**config.mk**
```make
export PLATFORM = sky130hd
export DESIGN_NAME = scc_mapper_ctrl
export DESIGN_NICKNAME = d
export VERILOG_FILES = /design/src/rtl/scc_mapper_pkg.sv /design/src/rtl/msx_bus_sync.sv /design/src/rtl/scc_mapper_ctrl.sv
export SDC_FILE = /design/constraint.sdc
export NUM_CORES = 1
export LEC_CHECK = 0
export CAP_MARGIN = 10
export CORE_MARGIN = 3
export CORE_UTILIZATION = 52
export DETAILED_ROUTE_END_ITERATION = 6
export PLACE_DENSITY_LB_ADDON = 0.3
export SYNTH_ARGS = -nofsm -noshare
export SYNTH_HDL_FRONTEND = slang
export SYNTH_SLANG_ARGS = --single-unit
```
**constraint.sdc**
```tcl
create_clock -name clk -period 5.23 [get_ports clk]
set_input_delay 1.3075 -clock clk [delete_from_list [all_inputs] [get_ports clk]]
set_output_delay 1.3075 -clock clk [all_outputs]
set_load 0.1 [all_outputs]
```
**src/rtl/scc_mapper_pkg.sv**
```systemverilog
// Shared types and address constants for the Konami SCC mapper controller.
package scc_mapper_pkg;

    // Bus-cycle sequencer states
    typedef enum logic [2:0] {
        IDLE,
        RD_DEC,
        WR_DEC,
        MEM_WAIT,
        SCC_RD,
        HOLD
    } state_t;

    // ta[15:13] values of the four 8 KB mapper pages (4000h, 6000h, 8000h, A000h)
    localparam logic [2:0] PAGE_BANK0 = 3'd2;
    localparam logic [2:0] PAGE_BANK1 = 3'd3;
    localparam logic [2:0] PAGE_BANK2 = 3'd4;
    localparam logic [2:0] PAGE_BANK3 = 3'd5;

    // ta[15:11] values of the bank-register write windows (5000h, 7000h, 9000h, B000h)
    localparam logic [4:0] BANK0_WADDR = 5'b01010;
    localparam logic [4:0] BANK1_WADDR = 5'b01110;
    localparam logic [4:0] BANK2_WADDR = 5'b10010;
    localparam logic [4:0] BANK3_WADDR = 5'b10110;

    // ta[15:8] of the SCC register window (9800h-98FFh)
    localparam logic [7:0] SCC_WINDOW = 8'h98;

    // True when the page field falls inside one of the four mapped pages
    function automatic logic page_mapped(input logic [2:0] page);
        return (page == PAGE_BANK0) || (page == PAGE_BANK1) ||
               (page == PAGE_BANK2) || (page == PAGE_BANK3);
    endfunction

    // Bank register index serving a mapped page; unmapped pages return 0
    function automatic logic [1:0] page_bank(input logic [2:0] page);
        case (page)
            PAGE_BANK0: return 2'd0;
            PAGE_BANK1: return 2'd1;
            PAGE_BANK2: return 2'd2;
            PAGE_BANK3: return 2'd3;
            default:    return 2'd0;
        endcase
    endfunction

endpackage

```
**src/rtl/msx_bus_sync.sv**
```systemverilog
// Two-flop synchroniser for the asynchronous MSX slot strobes.
// Flops reset to 1 so the strobes read as inactive coming out of reset.
module msx_bus_sync (
    input  logic clk,
    input  logic n_reset,
    input  logic n_tsltsl,
    input  logic n_trd,
    input  logic n_twr,
    output logic sync_tsltsl,
    output logic sync_trd,
    output logic sync_twr
);

    logic [2:0] meta;
    logic [2:0] sync;

    // Metastability stage followed by the stable stage
    always_ff @(posedge clk or negedge n_reset) begin
        if (!n_reset) begin
            meta <= 3'b111;
            sync <= 3'b111;
        end else begin
            meta <= {n_tsltsl, n_trd, n_twr};
            sync <= meta;
        end
    end

    assign sync_tsltsl = sync[2];
    assign sync_trd    = sync[1];
    assign sync_twr    = sync[0];

endmodule

```
**src/rtl/scc_mapper_ctrl.sv**
```systemverilog
// Konami SCC mapper and bus sequencer: decodes each MSX bus cycle into a
// bank-register write, an SCC register access or a ROM read, and returns
// the read data to the bus. One action per bus cycle.
module scc_mapper_ctrl
    import scc_mapper_pkg::*;
#(
    parameter int                   BANK_BITS = 6,
    parameter logic [BANK_BITS-1:0] SCC_BANK  = BANK_BITS'(6'h3F)
) (
    input  logic                    clk,
    input  logic                    n_reset,
    input  logic                    n_tsltsl,
    input  logic                    n_trd,
    input  logic                    n_twr,
    input  logic [15:0]             ta,
    input  logic [7:0]              wdata,
    output logic [7:0]              rdata,
    output logic                    rdata_en,
    output logic                    mem_req,
    input  logic                    mem_ack,
    output logic [BANK_BITS+12:0]   mem_addr,
    input  logic [7:0]              mem_rdata,
    output logic                    scc_wr,
    output logic                    scc_rd,
    output logic [7:0]              scc_addr,
    output logic [7:0]              scc_wdata,
    input  logic [7:0]              scc_rdata
);

    logic sync_tsltsl;
    logic sync_trd;
    logic sync_twr;

    msx_bus_sync u_sync (
        .clk         (clk),
        .n_reset     (n_reset),
        .n_tsltsl    (n_tsltsl),
        .n_trd       (n_trd),
        .n_twr       (n_twr),
        .sync_tsltsl (sync_tsltsl),
        .sync_trd    (sync_trd),
        .sync_twr    (sync_twr)
    );

    state_t               state;
    logic [15:0]          addr_q;
    logic [7:0]           wdata_q;
    logic [BANK_BITS-1:0] bank [4];

    logic       sel;
    logic       rd_low;
    logic       wr_low;
    logic       mapped;
    logic [1:0] bank_idx;
    logic       scc_hit;

    assign sel    = !sync_tsltsl;
    assign rd_low = !sync_trd;
    assign wr_low = !sync_twr;

    // Decode of the latched address; scc_hit sees bank2 before any write this cycle
    assign mapped   = page_mapped(addr_q[15:13]);
    assign bank_idx = page_bank(addr_q[15:13]);
    assign scc_hit  = (bank[2] == SCC_BANK) && (addr_q[15:8] == SCC_WINDOW);

    // Bus-cycle sequencer with bank registers and registered bus/ROM/SCC outputs
    always_ff @(posedge clk or negedge n_reset) begin
        if (!n_reset) begin
            state     <= IDLE;
            addr_q    <= '0;
            wdata_q   <= '0;
            rdata     <= '0;
            rdata_en  <= 1'b0;
            mem_req   <= 1'b0;
            mem_addr  <= '0;
            scc_wr    <= 1'b0;
            scc_rd    <= 1'b0;
            scc_addr  <= '0;
            scc_wdata <= '0;
            for (int i = 0; i < 4; i++) begin
                bank[i] <= BANK_BITS'(i);
            end
        end else begin
            // SCC strobes are single-cycle pulses
            scc_wr <= 1'b0;
            scc_rd <= 1'b0;

            case (state)
                IDLE: begin
                    // A cycle with both strobes low is serviced as a read
                    if (sel && rd_low) begin
                        addr_q  <= ta;
                        wdata_q <= wdata;
                        state   <= RD_DEC;
                    end else if (sel && wr_low) begin
                        addr_q  <= ta;
                        wdata_q <= wdata;
                        state   <= WR_DEC;
                    end
                end

                RD_DEC: begin
                    if (scc_hit) begin
                        scc_rd   <= 1'b1;
                        scc_addr <= addr_q[7:0];
                        state    <= SCC_RD;
                    end else if (mapped) begin
                        mem_addr <= {bank[bank_idx], addr_q[12:0]};
                        mem_req  <= 1'b1;
                        state    <= MEM_WAIT;
                    end else begin
                        rdata_en <= 1'b0;
                        state    <= HOLD;
                    end
                end

                MEM_WAIT: begin
                    if (mem_ack) begin
                        rdata    <= mem_rdata;
                        rdata_en <= 1'b1;
                        mem_req  <= 1'b0;
                        state    <= HOLD;
                    end
                end

                SCC_RD: begin
                    rdata    <= scc_rdata;
                    rdata_en <= 1'b1;
                    state    <= HOLD;
                end

                WR_DEC: begin
                    // Bank windows take priority over the SCC window
                    case (addr_q[15:11])
                        BANK0_WADDR: bank[0] <= wdata_q[BANK_BITS-1:0];
                        BANK1_WADDR: bank[1] <= wdata_q[BANK_BITS-1:0];
                        BANK2_WADDR: bank[2] <= wdata_q[BANK_BITS-1:0];
                        BANK3_WADDR: bank[3] <= wdata_q[BANK_BITS-1:0];
                        default: begin
                            if (scc_hit) begin
                                scc_wr    <= 1'b1;
                                scc_addr  <= addr_q[7:0];
                                scc_wdata <= wdata_q;
                            end
                        end
                    endcase
                    state <= HOLD;
                end

                HOLD: begin
                    // Wait for the bus cycle to end so a long strobe cannot retrigger
                    if (!sel || (sync_trd && sync_twr)) begin
                        rdata_en <= 1'b0;
                        state    <= IDLE;
                    end
                end

                default: begin
                    state <= IDLE;
                end
            endcase
        end
    end

endmodule
```
* Word level (Yosys, flattened, before mapping)
Index checks and enable logic that the tools add are counted.
** Operators by class
- Order comparisons :: 1
- Reduce and logical (&&, ||, !) cells :: 31
- Eq/ne operators :: 22
- Bitwise logic cells :: 3
- Mux-type cells :: 33
** Operators with widths (count)
- 8-bit 2-to-1 mux :: 5
- 16-bit 2-to-1 mux :: 2
- 8-bit one-hot mux with 2 select lines :: 2
- 3-bit 2-to-1 mux :: 6
- 3-bit one-hot mux with 5 select lines :: 1
- 2-bit AND reduction :: 7
- 6-bit binary-select mux with 2-bit select :: 1
- 3-bit by 2-bit == test with 1-bit output, second input constant :: 4
- 3-bit == test, second input constant :: 4
- 6-bit 2-to-1 mux :: 2
- 2-bit inequality test, second input constant :: 6
- 1-bit 2-to-1 mux :: 11
- 5-bit by 4-bit == test with 1-bit output, second input constant :: 2
- 5-bit == test, second input constant :: 2
- 3-bit AND reduction :: 3
- 8-bit == test, second input constant :: 1
- 2-bit nonzero test :: 4
- 6-bit == test, second input constant :: 1
- 2-bit one-hot mux with 3 select lines :: 1
- 5-bit AND reduction :: 1
- 1-bit logical AND :: 4
- 1-bit logical OR :: 4
- 1-bit one-hot mux with 4 select lines :: 1
- 4-bit AND reduction :: 1
- other kinds (11) :: 14
** Storage, ports and cells
- Output and inout bits :: 47
- Bits in registers :: 104

* Longest topological paths before layout
- Depth in word-level cells :: 7
- Depth in mapped cells :: 8
- Depth with buffers taken out :: 6

* Modules after synthesis
A second synthesis with hierarchy kept.
** Unflattened totals
- Cell total of the unflattened synthesis :: 283
- Area, all modules :: 4270.3 um^2
** By module, submodules not included
- scc_mapper_ctrl :: cells an instance 277, area each 4112.7 um^2, instances 1
- msx_bus_sync :: cells an instance 6, area each 157.7 um^2, instances 1

* Least setup slack after synthesis
No wires, ideal clock.
- Kind :: flip-flop to flip-flop
- Start :: register addr_q[14]
- End :: register scc_addr[0]
- Stages on the path, launching flop included :: 9
- Clock period less this slack :: 2276 ps
- Arrival time :: 2150 ps
- Path slack :: 2954 ps
- Required time :: 5105 ps
- Cells stage by stage :: dfrtp_1 -> inv_1 -> ha_1 -> buf_4 -> nand4_1 -> or4_4 -> or3_1 -> buf_6 -> mux2_4
** Between the ends
- Cells in the longest elaborated chain, start to end :: 5
- Elaborated cells between the ends (all ways) :: 12
** RTL lines
- from (decl) :: line scc_mapper_ctrl.sv:46 : logic [15:0] addr_q;
- from (signal assigned) :: line scc_mapper_ctrl.sv:92 : addr_q <= ta;
- from (signal assigned) :: line scc_mapper_ctrl.sv:96 : addr_q <= ta;
- 8-bit == test :: line scc_mapper_ctrl.sv:64 : assign scc_hit = (bank[2] == SCC_BANK) && (addr_q[15:8] == SCC_WINDOW);
- 1-bit logical AND :: line scc_mapper_ctrl.sv:64
- 8-bit 2-to-1 mux (2 in a row)
- 8-bit one-hot mux with 2 select lines
- to (signal assigned) :: line scc_mapper_ctrl.sv:105 : scc_addr <= addr_q[7:0];
- to (signal assigned) :: line scc_mapper_ctrl.sv:142 : scc_addr <= addr_q[7:0];
- to (decl) :: line scc_mapper_ctrl.sv:25 : output logic [7:0] scc_addr,
Parallel ways exist; a longest one is shown, timed or not. The select of a mux whose other input is x is not followed.
A chain may end at the register's enable or synchronous reset.

* Final worst setup path
- Start :: register rdata_en
- End :: output port rdata_en
** RTL lines
- from (decl) :: line scc_mapper_ctrl.sv:18 : output logic rdata_en,
- from (signal assigned) :: line scc_mapper_ctrl.sv:73 : rdata_en <= 1'b0;
- from (signal assigned) :: line scc_mapper_ctrl.sv:112 : rdata_en <= 1'b0;
- from (signal assigned) :: line scc_mapper_ctrl.sv:120 : rdata_en <= 1'b1;
No word-level cell between the ends.

==> qor.csv <==
metric,value,unit
area share of the largest cell type after synthesis,54.4,%
DRC viols,0,
hold crit path type,reg -> reg,
die width,97.2,um
Core ar.,7890,um2
Crit Path Class,reg -> out,
DP Wirelength,6200,um
NumNets Final,426,
Syn Nets,334,
global-route wire length before repair,14700,um
vias in the first global route,2957,
die area,9450,um2
Synth Cell Area,4330,um2
Final Non-Filler Cells,486,
antenna-violating nets left,0,
Max Slew Vio Count,0,
Worst Max-Slew Pin Slew,1.03,ns
# rows,32,
crit path DAT,1.96,ns
Ys Warns,0,
Layout fillers,566,
routed wire length,8800,um
library cells used by synthesis,45,
Tot GR Track Use,19.5,%
async set-reset flop share out of synthesis,100,%
H-tree depth,3,
Slew headroom,31.4,%
RSZ-0062 raised after global routing,no,
Synth Flop Type,dfrtp_1,
Tcrit/Tclk final,62.5,%
average instance area after synthesis,15.1,um2
critical path's largest stage delay,1.18,ns
TNS Setup,0,ns
Slowest cell on crit path,clkdlybuf4s50_1,
# resized after CTS,0,
num ports,93,
Crit path max-delay family,buffers and inverters,
worst path bufs/invs,1,
top post-synthesis cells by area,"dfrtp_1, mux2_2, dfstp_2, mux4_2, mux2_4",
"area leader, netlist",dfrtp_1,
worst-path maximum fanout,5,
sequential area share after synthesis,60.5,%
power per standard cell area,641,nW/um2
cts bufs inserted,9,
status,completed,
most common cell in the netlist,dfrtp_1,
TritonRoute pass-1 iters,4,
largest net degree at the start of global routing,68,
CTS Buffer Depth,2,
Max VDD drop,0.534,mV
Worst Skew,0.0128,ns
"flops & latches, synth",104,
Post-Synthesis Cells,287,
setup bufs post-CTS,0,
via count,2685,
Worst setup EP type,output port,
Diodes inserted,0,
dpl cells,470,
CP Launch Type,register,
share of layout cells above drive strength 1,32.3,%
# hold bufs at CTS,0,
Starting Density,54.8,%
number of synthesized flops with an enable pin,0,
Fin. Hold Viols,0,
clock root buffer,clkbuf_8,
GRT overflow,0,
CP startpoint,rdata_en,
routed len/inst,18.1,um
r2r startpoint,addr_q[14],
Crit path required time,3.92,ns
clk slew on worst S/H paths,0.10,ns
initial antenna violation count,0,
area grow syn2layout,27.2,%
CTS tree,done,
max cap viols,0,
final setup fails,0,
RePlAce Congestion,0.780,
clk_lat worst skew,0.36,ns
via/cell ratio,5.52,
crit-path cells,clkdlybuf4s50_1,
Detailed Route Iter0 Violations,66,
Vert. Die Dim,97.2,um
crit path time final,3.27,ns
Max Clk Rate,306,MHz
CTS sink count,104,
IO buf count,92,
leakage power,2.41,nW
list of most frequent post-synthesis cells,"dfrtp_1, mux2_2, a21oi_1",
beginning of the worst hold path,u_sync.meta[1],
flip-flops by register name (all words and copies together), names as in the netlist:
name         cells
mem_addr        19
wdata_q          8
rdata_en         1
scc_wr           1
scc_addr         8
mem_req          1
scc_wdata        8
scc_rd           1
state            3
rdata            8
addr_q          16
bank            24
u_sync.meta      3
u_sync.sync      3
final timing paths:
check                      cells past startpoint  slack, ns        endpoint
hold reg to reg                                0       0.36  u_sync.sync[1]
setup / recovery                               1       1.96        rdata_en
hold / removal                                 0       0.36  u_sync.sync[1]
max in group asynchronous                      2       3.20      addr_q[15]
setup reg to reg                               6       2.34     mem_addr[7]
min in group asynchronous                      1       1.05        bank[20]
metal layers:
layer,track usage [%],vias up,wire length [um]
met5,0,-,0
met4,6.37,0,96
met3,6.25,10,672
met2,32.4,86,4330
met1,24.1,1373,3700
li1,-,1216,-
layout make-up:
cell class                 count  area [um2]  share of cell area (%)
clock buffer                   9         124                    2.25
inverter                       4        15.0                   0.273
timing repair buffer          94         933                    17.0
tap                          102         128                    2.32
multi-input combinational    166        1610                    29.2
clock inverter                 7        78.8                    1.43
sequential                   104        2620                    47.5
cells in the final DEF, fill, tap and decap left out, types with 3 or more instances in the layout:
cell type,n
a21oi_1,12
buf_4,3
clkbuf_8,9
clkdlybuf4s50_1,91
clkinvlp_4,3
dfrtp_1,94
dfstp_2,10
inv_1,4
mux2_2,76
mux2_4,8
mux2i_1,8
mux4_2,6
nand2_1,5
nand2b_1,3
nand3_1,3
nor2_1,10
nor2b_1,3
o21ai_0,4
kinds of logic (layout without fill, tap and decap cells):
group                      Yosys count  count (layout)  share of synthesized area [%]
xor gates and xnor gates             1               1                          0.203
and+or+nand+nor                     40              40                           5.50
buffers and inverters               17             114                           2.46
adders and majority gates            1               1                          0.289
AOI/OAI and AO/OA                   26              26                           3.56
DFF                                104             104                           60.5
muxes                               98              98                           27.5
metrics by stage:
step	worst slack, ns	area, um2	hold WS [ns]	util [%]	power [mW]
2_1_floorplan	2.95	4330	0.345	-	2.62
3_3_place_gp	2.16	5300	0.346	67.2	2.98
3_5_place_dp	2.12	5300	0.349	67.2	3.04
4_1_cts	1.95	5500	0.363	69.8	3.55
5_1_grt	1.91	5500	0.370	69.8	3.70
6_report	1.96	5500	0.362	69.8	3.52
report_power, final:
part,internal [mW],total (mW),switching [mW]
clock network,0.225,0.505,0.279
registers,1.08,1.31,0.230
logic,0.568,1.71,1.14
Note: power is estimated with default switching activity, not from simulation.
